`src/rtl/matmul_tile_sequencer.sv`:
```
// matmul_tile_sequencer: control FSM that walks the blocked loop nest of C = A x B
// (A is M x N, B is N x P). For each tile step it pulses fetch-A, fetch-B, multiply and
// accumulate in turn, waiting on each unit's done strobe, and drives the tile coordinates
// and edge-tile extents.
// Optional build macro MATMUL_SEQ_OVERLAP_EN: fetch-A and fetch-B are started together in
// a single FETCH state that waits for both done strobes in any order.
module matmul_tile_sequencer #(
    parameter int unsigned M     = 4,
    parameter int unsigned N     = 4,
    parameter int unsigned P     = 4,
    parameter int unsigned TJ    = 2,
    parameter int unsigned TK    = 2,
    parameter int unsigned IDX_W = 10
) (
    input  logic             clk,
    input  logic             rst_n,
    input  logic             start,
    input  logic             abort,
    output logic             busy,
    output logic             done,
    output logic             fa_start,
    input  logic             fa_done,
    output logic             fb_start,
    input  logic             fb_done,
    output logic             mul_start,
    input  logic             mul_done,
    output logic             acc_start,
    input  logic             acc_done,
    output logic [IDX_W-1:0] row_i,
    output logic [IDX_W-1:0] red_r,
    output logic [IDX_W-1:0] col_l,
    output logic [IDX_W-1:0] rows_v,
    output logic [IDX_W-1:0] cols_v,
    output logic [IDX_W-1:0] red_v,
    output logic             acc_clear,
    output logic [IDX_W-1:0] step_cnt
);

    localparam logic [IDX_W-1:0] MW  = IDX_W'(M);
    localparam logic [IDX_W-1:0] NW  = IDX_W'(N);
    localparam logic [IDX_W-1:0] PW  = IDX_W'(P);
    localparam logic [IDX_W-1:0] TJW = IDX_W'(TJ);
    localparam logic [IDX_W-1:0] TKW = IDX_W'(TK);

    // Index + step must never wrap, otherwise the loop-end compares would be wrong.
    if (M == 0 || N == 0 || P == 0 || TJ == 0 || TK == 0 ||
        (64'(M) + 64'(TJ)) >= (64'd1 << IDX_W) ||
        (64'(N) + 64'(TK)) >= (64'd1 << IDX_W) ||
        (64'(P) + 64'(TK)) >= (64'd1 << IDX_W)) begin : g_param_check
        $error("matmul_tile_sequencer: illegal dimensions or IDX_W too narrow");
    end

`ifdef MATMUL_SEQ_OVERLAP_EN
    typedef enum logic [2:0] {
        StIdle, StFetch, StMult, StAcc, StNext, StFin
    } state_e;
`else
    typedef enum logic [2:0] {
        StIdle, StFetchA, StFetchB, StMult, StAcc, StNext, StFin
    } state_e;
`endif

    state_e state_q, state_d;

    logic [IDX_W-1:0] row_q, col_q, red_q;
    logic [IDX_W-1:0] rows_v_q, cols_v_q, red_v_q, step_q;
    logic             fa_start_q, fb_start_q, mul_start_q, acc_start_q;

    logic [IDX_W-1:0] r_adv, l_adv, i_adv;
    logic [IDX_W-1:0] row_n, col_n, red_n;
    logic             r_wrap, l_wrap, i_wrap, last_step;

    // Valid extent of an edge tile: min(tile, limit - idx).
    function automatic logic [IDX_W-1:0] extent(input logic [IDX_W-1:0] lim,
                                                input logic [IDX_W-1:0] idx,
                                                input logic [IDX_W-1:0] tile);
        logic [IDX_W-1:0] rem;
        rem = lim - idx;
        return (rem < tile) ? rem : tile;
    endfunction

    // Loop-nest advance: r innermost, then l, then i.
    always_comb begin
        r_adv     = red_q + TKW;
        l_adv     = col_q + TKW;
        i_adv     = row_q + TJW;
        r_wrap    = !(r_adv < NW);
        l_wrap    = !(l_adv < PW);
        i_wrap    = !(i_adv < MW);
        last_step = r_wrap && l_wrap && i_wrap;
        red_n     = r_wrap ? '0 : r_adv;
        col_n     = r_wrap ? (l_wrap ? '0 : l_adv) : col_q;
        row_n     = (r_wrap && l_wrap) ? i_adv : row_q;
    end

`ifdef MATMUL_SEQ_OVERLAP_EN
    logic seen_a_q, seen_b_q;
    logic fetch_ok;

    // Both fetches complete once each strobe has been seen now or earlier in FETCH.
    always_comb begin
        fetch_ok = (seen_a_q || fa_done) && (seen_b_q || fb_done);
    end

    // Sticky done flags, cleared whenever FETCH is left (or not occupied).
    always_ff @(posedge clk or negedge rst_n) begin
        if (!rst_n) begin
            seen_a_q <= 1'b0;
            seen_b_q <= 1'b0;
        end else if (state_q == StFetch && state_d == StFetch) begin
            seen_a_q <= seen_a_q || fa_done;
            seen_b_q <= seen_b_q || fb_done;
        end else begin
            seen_a_q <= 1'b0;
            seen_b_q <= 1'b0;
        end
    end
`endif

    // Next-state logic; abort overrides everything outside IDLE.
    always_comb begin
        state_d = state_q;
        case (state_q)
            StIdle: begin
`ifdef MATMUL_SEQ_OVERLAP_EN
                if (start) state_d = StFetch;
`else
                if (start) state_d = StFetchA;
`endif
            end
`ifdef MATMUL_SEQ_OVERLAP_EN
            StFetch:  if (fetch_ok) state_d = StMult;
`else
            StFetchA: if (fa_done) state_d = StFetchB;
            StFetchB: if (fb_done) state_d = StMult;
`endif
            StMult:   if (mul_done) state_d = StAcc;
            StAcc:    if (acc_done) state_d = StNext;
`ifdef MATMUL_SEQ_OVERLAP_EN
            StNext:   state_d = last_step ? StFin : StFetch;
`else
            StNext:   state_d = last_step ? StFin : StFetchA;
`endif
            StFin:    state_d = StIdle;
            default:  state_d = StIdle;
        endcase
        if (abort && state_q != StIdle) state_d = StIdle;
    end

    // State register.
    always_ff @(posedge clk or negedge rst_n) begin
        if (!rst_n) state_q <= StIdle;
        else        state_q <= state_d;
    end

    // Unit start pulses: registered, high only in the first cycle of their state.
    always_ff @(posedge clk or negedge rst_n) begin
        if (!rst_n) begin
            fa_start_q  <= 1'b0;
            fb_start_q  <= 1'b0;
            mul_start_q <= 1'b0;
            acc_start_q <= 1'b0;
        end else begin
`ifdef MATMUL_SEQ_OVERLAP_EN
            fa_start_q  <= (state_d == StFetch) && (state_q != StFetch);
            fb_start_q  <= (state_d == StFetch) && (state_q != StFetch);
`else
            fa_start_q  <= (state_d == StFetchA) && (state_q != StFetchA);
            fb_start_q  <= (state_d == StFetchB) && (state_q != StFetchB);
`endif
            mul_start_q <= (state_d == StMult) && (state_q != StMult);
            acc_start_q <= (state_d == StAcc) && (state_q != StAcc);
        end
    end

    // Tile indices, extents and step count; only touched on start and when leaving NEXT,
    // so they hold steady for a whole step and stay put after the last step.
    always_ff @(posedge clk or negedge rst_n) begin
        if (!rst_n) begin
            row_q    <= '0;
            col_q    <= '0;
            red_q    <= '0;
            rows_v_q <= '0;
            cols_v_q <= '0;
            red_v_q  <= '0;
            step_q   <= '0;
        end else if (state_q == StIdle && start) begin
            row_q    <= '0;
            col_q    <= '0;
            red_q    <= '0;
            rows_v_q <= extent(MW, '0, TJW);
            cols_v_q <= extent(PW, '0, TKW);
            red_v_q  <= extent(NW, '0, TKW);
            step_q   <= '0;
        end else if (state_q == StNext && !abort) begin
            step_q <= step_q + 1'b1;
            if (!last_step) begin
                row_q    <= row_n;
                col_q    <= col_n;
                red_q    <= red_n;
                rows_v_q <= extent(MW, row_n, TJW);
                cols_v_q <= extent(PW, col_n, TKW);
                red_v_q  <= extent(NW, red_n, TKW);
            end
        end
    end

    // Status outputs decoded from the registered state.
    always_comb begin
        busy      = (state_q != StIdle) && (state_q != StFin);
        done      = (state_q == StFin);
        acc_clear = busy && (red_q == '0);
        fa_start  = fa_start_q;
        fb_start  = fb_start_q;
        mul_start = mul_start_q;
        acc_start = acc_start_q;
        row_i     = row_q;
        col_l     = col_q;
        red_r     = red_q;
        rows_v    = rows_v_q;
        cols_v    = cols_v_q;
        red_v     = red_v_q;
        step_cnt  = step_q;
    end

endmodule

```
`config.mk`:
```
export PLATFORM = sky130hd
export DESIGN_NAME = matmul_tile_sequencer
export DESIGN_NICKNAME = d
export VERILOG_FILES = /design/src/rtl/matmul_tile_sequencer.sv
export SDC_FILE = /design/constraint.sdc
export NUM_CORES = 1
export LEC_CHECK = 0
export CELL_PAD_IN_SITES_DETAIL_PLACEMENT = 0
export CELL_PAD_IN_SITES_GLOBAL_PLACEMENT = 1
export CORE_MARGIN = 5
export CORE_UTILIZATION = 34
export CTS_CLUSTER_SIZE = 14
export DETAILED_ROUTE_END_ITERATION = 16
export PLACE_DENSITY = 0.84
export SYNTH_ARGS = -nofsm -noshare
export SYNTH_HDL_FRONTEND = slang
export SYNTH_SLANG_ARGS = --single-unit
export TNS_END_PERCENT = 1
```
`constraint.sdc`:
```
create_clock -name clk -period 2.4 [get_ports clk]
set_input_delay 0.48 -clock clk [delete_from_list [all_inputs] [get_ports clk]]
set_output_delay 0.48 -clock clk [all_outputs]
set_load 0.05 [all_outputs]
```
# == Yosys cells after proc, flatten, opt, wreduce, memory -nomap -nowiden ==
# Index checks and enable logic that the tools add are counted.
# word_totals
ff_bits,77
latchBits,0
mem_bits_rw,0
rom_bits,0
input_bits,8
output_inout_bits,77
word_cells,96
memories,0
# op_classes
addsub,7
multipliers,0
div_mod_pow,0
magnitude_cmp,6
n_eq_ne,16
shifts,0
n_mux,35
n_bitwise,0
reduce_logical,20
# ops
op,count
two-way mux 10 bit,27
"adder 10 x 2 -> 10 bit, second input constant",3
"less-than comparator 10 x 2 -> 1 bit, second input constant",3
"less-than comparator 10 x 3 -> 1 bit, second input constant",3
"subtractor 3 x 10 -> 10 bit, first input constant",3
two-way mux 3 bit,7
one-hot mux 3 bit (6 select lines),1
"equality test 3 x 2 -> 1 bit, second input constant",4
"equality test 3 bit, second input constant",4
logical AND 1 bit,11
"adder 10 x 1 -> 10 bit, second input constant",1
logical NOT 10 bit,1
"equality test 3 x 1 -> 1 bit, second input constant",2
"inequality test 3 x 2 -> 1 bit, second input constant",2
"inequality test 3 bit, second input constant",2
logical NOT 1 bit,4
logical NOT 3 bit,1
"inequality test 3 x 1 -> 1 bit, second input constant",1
nonzero test 3 bit,1
"inequality test 2 x 1 -> 1 bit, second input constant",1
AND reduction 2 bit,1
nonzero test 2 bit,1

# == Depth between registers and ports, before layout ==
# logic_depth
ltp_word,11
depth_mapped,13

# == Least setup slack after synthesis ==
# OpenSTA, ideal clock, no wires.
# synth_path
kind,reg2out
start,reg state_q[1]
end,out acc_clear
arrival_time_ps,2546
required_ps,1920
path_slack_ps,-626
path_stages_with_launch,5
cell_sequence,dfrtp_1 clkbuf_1 nor2b_1 or3_1 nor3b_1
# synth_via
elab_chain_cells,3
elab_cells_between_ends,4
cone_classes,eq/ne: 1; reduce/logical: 3
# synth_lines
item,line_no,source
"start, declared",63,"state_e state_q, state_d;"
"start signal, assigned",152,if (!rst_n) state_q <= StIdle;
"start signal, assigned",153,else state_q <= state_d;
inequality test 3 bit / nonzero test 3 bit (equally long branches),210,busy = (state_q != StIdle) && (state_q != StFin);
logical AND 1 bit *,210,
net busy,19,"output logic busy,"
logical AND 1 bit *,212,acc_clear = busy && (red_q == '0);
"end, declared",35,"output logic acc_clear,"
# Mark *: on every way through the listed nets, which the timed path passes. The rest lies on a longest branch.

# == Worst setup path after layout ==
# layout_path
start,reg red_q[1] (netlist: red_r[1])
end,reg cols_v_q[0] (netlist: cols_v[0])
# layout_via
elab_chain_cells,9
elab_cells_between_ends,14
cone_classes,add/sub: 2; order compare: 2; eq/ne: 1; mux: 5; reduce/logical: 4
# layout_lines
item,line_no,source
"start, declared",65,"logic [IDX_W-1:0] row_q, col_q, red_q;"
"start signal, assigned",200,red_q <= red_n;
adder 10 x 2 -> 10 bit *,84,r_adv = red_q + TKW;
less-than comparator 10 x 3 -> 1 bit *,87,r_wrap = !(r_adv < NW);
two-way mux 10 bit,92,col_n = r_wrap ? (l_wrap ? '0 : l_adv) : col_q;
subtractor 3 x 10 -> 10 bit,78,rem = lim - idx;
less-than comparator 10 x 2 -> 1 bit,79,return (rem < tile) ? rem : tile;
two-way mux 10 bit,79,
two-way mux 10 bit,197,if (!last_step) begin
two-way mux 10 bit,195,end else if (state_q == StNext && !abort) begin
two-way mux 10 bit,187,end else if (state_q == StIdle && start) begin
"end signal, assigned",192,"cols_v_q <= extent(PW, '0, TKW);"
"end signal, assigned",202,"cols_v_q <= extent(PW, col_n, TKW);"
"end, declared",66,"logic [IDX_W-1:0] rows_v_q, cols_v_q, red_v_q, step_q;"
# Every way passes the cells marked *; elsewhere a longest branch is shown, timed or not. The select of a mux whose other input is x is not followed.
# A chain may end at the register's enable or synchronous reset.

==> flow_summary.yaml <==
yosys:
  synth-seq-cells: 76
  yosysTopAreaCell: "dfrtp_1"
  synth_flop_cell: "dfrtp_1"
  synthTopCellsByArea: "dfrtp_1 54%, nor2b_1 7.5%, nand2_1 2.8%"
  syn_area_um2: 3520
  synth.avg_cell_area_um2: 10.4
  ys_types: 55
  yosysTopAreaCellShare_pct: 54.0
  synth_nets: 351
  synth_warnings: 0
  synth_edf_count: 0
  ys_async_sr_fraction_pct: 100
  yosysSeqAreaShare_pct: 54.0
  syn_inst: 337
power:
  swShare_pct: 31.2
  power_leakage_nw: 2.38
  p_comb_share_pct: 25.4
  vdd_drop_max_v: 0.000353
  intPower_mw: 2.17
  powerDensity_nw_per_um2: 605
  power_frac_seq_pct: 42.8
  p_sw_mw: 0.985
  power_frac_clock_pct: 31.8
detailed_routing:
  dr_total_vias: 2975
  detail-route-antenna-nets: 0
  dr.pass1.iters: 4
  vias_per_cell: 4.86
  drt_wl_total_um: 9050
  wire_per_inst_um: 14.8
  drc: 0
  drt_iter0_markers: 187
critical_path:
  reg2reg_slack_ps: -190
  worstSetupEndpointType: "register"
  crit_path_start_kind: "register"
  arrival_ps: 2860
  reg2reg_depth: 13
  crit_type: "reg -> reg"
  required_ps: 2680
  rr_endpoint: "cols_v[0]$_DFFE_PN0P_"
  cp_max_fo: 3
  reg2reg_from: "red_r[1]$_DFFE_PN0P_"
clocking:
  cts_sinks: 76
  clkLatencyLatePin_ps: 350
  cts_buffers: 9
  cts_max_path_buffers: 2
  clockRootBuffer: "clkbuf_8"
  clkTransAtPathRegs_ps: 80
  postCtsHoldBufs: 0
  cts_max_level: 3
  cts_tree: "built"
sta:
  fin_skew_ps: 8.10
  max_slew_margin_pct: 52.0
  hold_viol_final: 0
  rsz0062_at_grt: "true"
  max_freq_ghz: 0.386
  drv_slew: 0
  fin_setup_tns_ps: -489
  tightest_slew_ps: 720
  setup_violations: 4
  period_needed_ps: 2590
  fin_ws_ps: -188
  fin_crit_sh_pct: 108
outcome:
  violations: "negative setup slack"
  status: "finished with violations"
place:
  portBuffers: 83
  dp.cells: 592
  gp_congestion: 0.879
  hpwl_um: 6410
floorplanning:
  fp.coreArea_um2: 10200
  die_w_um: 112
  num_rows: 37
  pin_count: 85
  start_util_pct: 34.4
  die_area_um2: 12500
  chipHeight_um: 112
finish:
  regArea_um2: 1920
  final_common_cell: "clkdlybuf4s50_1"
  multi_input_area_um2: 1620
  area_growth_pct: 48.4
  nNetsFinal: 485
  layout_common_cells: "79 x clkdlybuf4s50_1, 64 x dfrtp_1, 56 x buf_4, 41 x nor2b_1, 25 x nand2_1"
  layout-drive-gt1-share_pct: 25.0
  n_antenna_cell: 0
  instances_no_fill: 612
  n_fill_cell: 910
min_path:
  hold_class: "in -> async"
global_routing:
  grt_pass1_vias: 3044
  grt_max_degree: 57
  track_usage_pct: 14.8
  antenna_found_initial: 0
  grt_pass1_wl_um: 15200
  gr-total-overflow: 0
run:
  drv_cap: 0
worst max-delay path: stages (launching register included):
cell and delay [ps]:
dfrtp_2 420, ha_1 230, nor3_2 190, a31oi_2 80
a211o_1 270, nand2_1 100, nand2_1 70, ha_2 220
nor3_2 150, a21oi_1 60, o32ai_1 120, a31oi_1 130
or4_1 400, o21ai_1 90
synth_stat cells, types with 6 or more instances:
cell type	number
and3_1	6
and2_1	12
nor2_1	23
a21oi_1	13
nor2b_1	42
or3_1	6
nand4_1	12
inv_1	9
o21ai_0	11
dfrtp_1	76
buf_2	7
ha_1	6
nand2_1	26
xor2_1	8
per-layer routing:
layer / part of all wire (%) / global-route usage, %
met3: 6.5 / 5.00
met5: 0 / 0
met4: 1.2 / 5.03
met1: 45 / 19.0
met2: 47 / 23.5
power groups by stage:
stage	logic (mW)	registers, mW	clock network (mW)
detailed placement	0.764	1.38	0
global route	0.862	1.36	1.10
global placement	0.753	1.38	0
CTS	0.787	1.35	1.05
floorplan	0.379	1.43	0
finish	0.803	1.35	1.00
cell families after synthesis:
family	count (synthesis)	synth area share, %
and+or+nand+nor	161	25.9
xor gates and xnor gates	10	2.49
other	1	0.107
buffers and inverters	24	3.23
adders and majority gates	6	2.13
DFF	76	54.0
AOI/OAI and AO/OA	56	11.2
muxes	3	0.853
timing repair:
action / CTS / global route
buffers inserted: 3 / 1
endpoints found under the setup margin: 13 / 54
gates resized for setup: 10 / 13
pin swaps: 4 / 5
final cells by class:
type                    instances  share of cell area (%)
repair buffers                138                    24.3
flip-flops and latches         76                    36.7
well taps                     136                    3.26
multi-input cells             237                    31.0
inverters                       9                   0.647
clock buffers                  11                    2.90
clock inverters                 5                    1.15
stage by stage:
step	util [%]	total power, mW	setup slack (ps)	hold WS, ps	cell area [um^2]
final	51.0	3.16	-188	180	5220
after global routing	51.0	3.32	-391	250	5220
after CTS	50.3	3.19	-216	202	5150
after detailed placement	47.7	2.14	-278	488	4880
after global placement	47.7	2.13	-180	481	4880
after floorplan	-	1.80	-369	184	3540
how the worst max path moves through the flow:
| stage | end | from | cells after the start | slack (ps) |
|---|---|---|---|---|
| finish | cols_v[0]$_DFFE_PN0P_ | red_r[1]$_DFFE_PN0P_ | 13 | -190 |
| global route | cols_v[0]$_DFFE_PN0P_ | red_r[1]$_DFFE_PN0P_ | 13 | -390 |
| CTS | cols_v[0]$_DFFE_PN0P_ | red_r[6]$_DFFE_PN0P_ | 11 | -220 |
| detailed placement | cols_v[0]$_DFFE_PN0P_ | red_r[6]$_DFFE_PN0P_ | 11 | -280 |
| global placement | cols_v[0]$_DFFE_PN0P_ | col_l[9]$_DFFE_PN0P_ | 12 | -180 |
| floorplan | cols_v[0]$_DFFE_PN0P_ | red_r[1]$_DFFE_PN0P_ | 12 | -370 |
registers in the layout, indices dropped and copies added (netlist names):
name and flops:
step_cnt 10, fb_start 1, acc_start 1, red_v 10, state_q 3, row_i 9, mul_start 1, red_r 10
rows_v 10, fa_start 1, col_l 10, cols_v 10
Power figures use the tool's default switching activity.
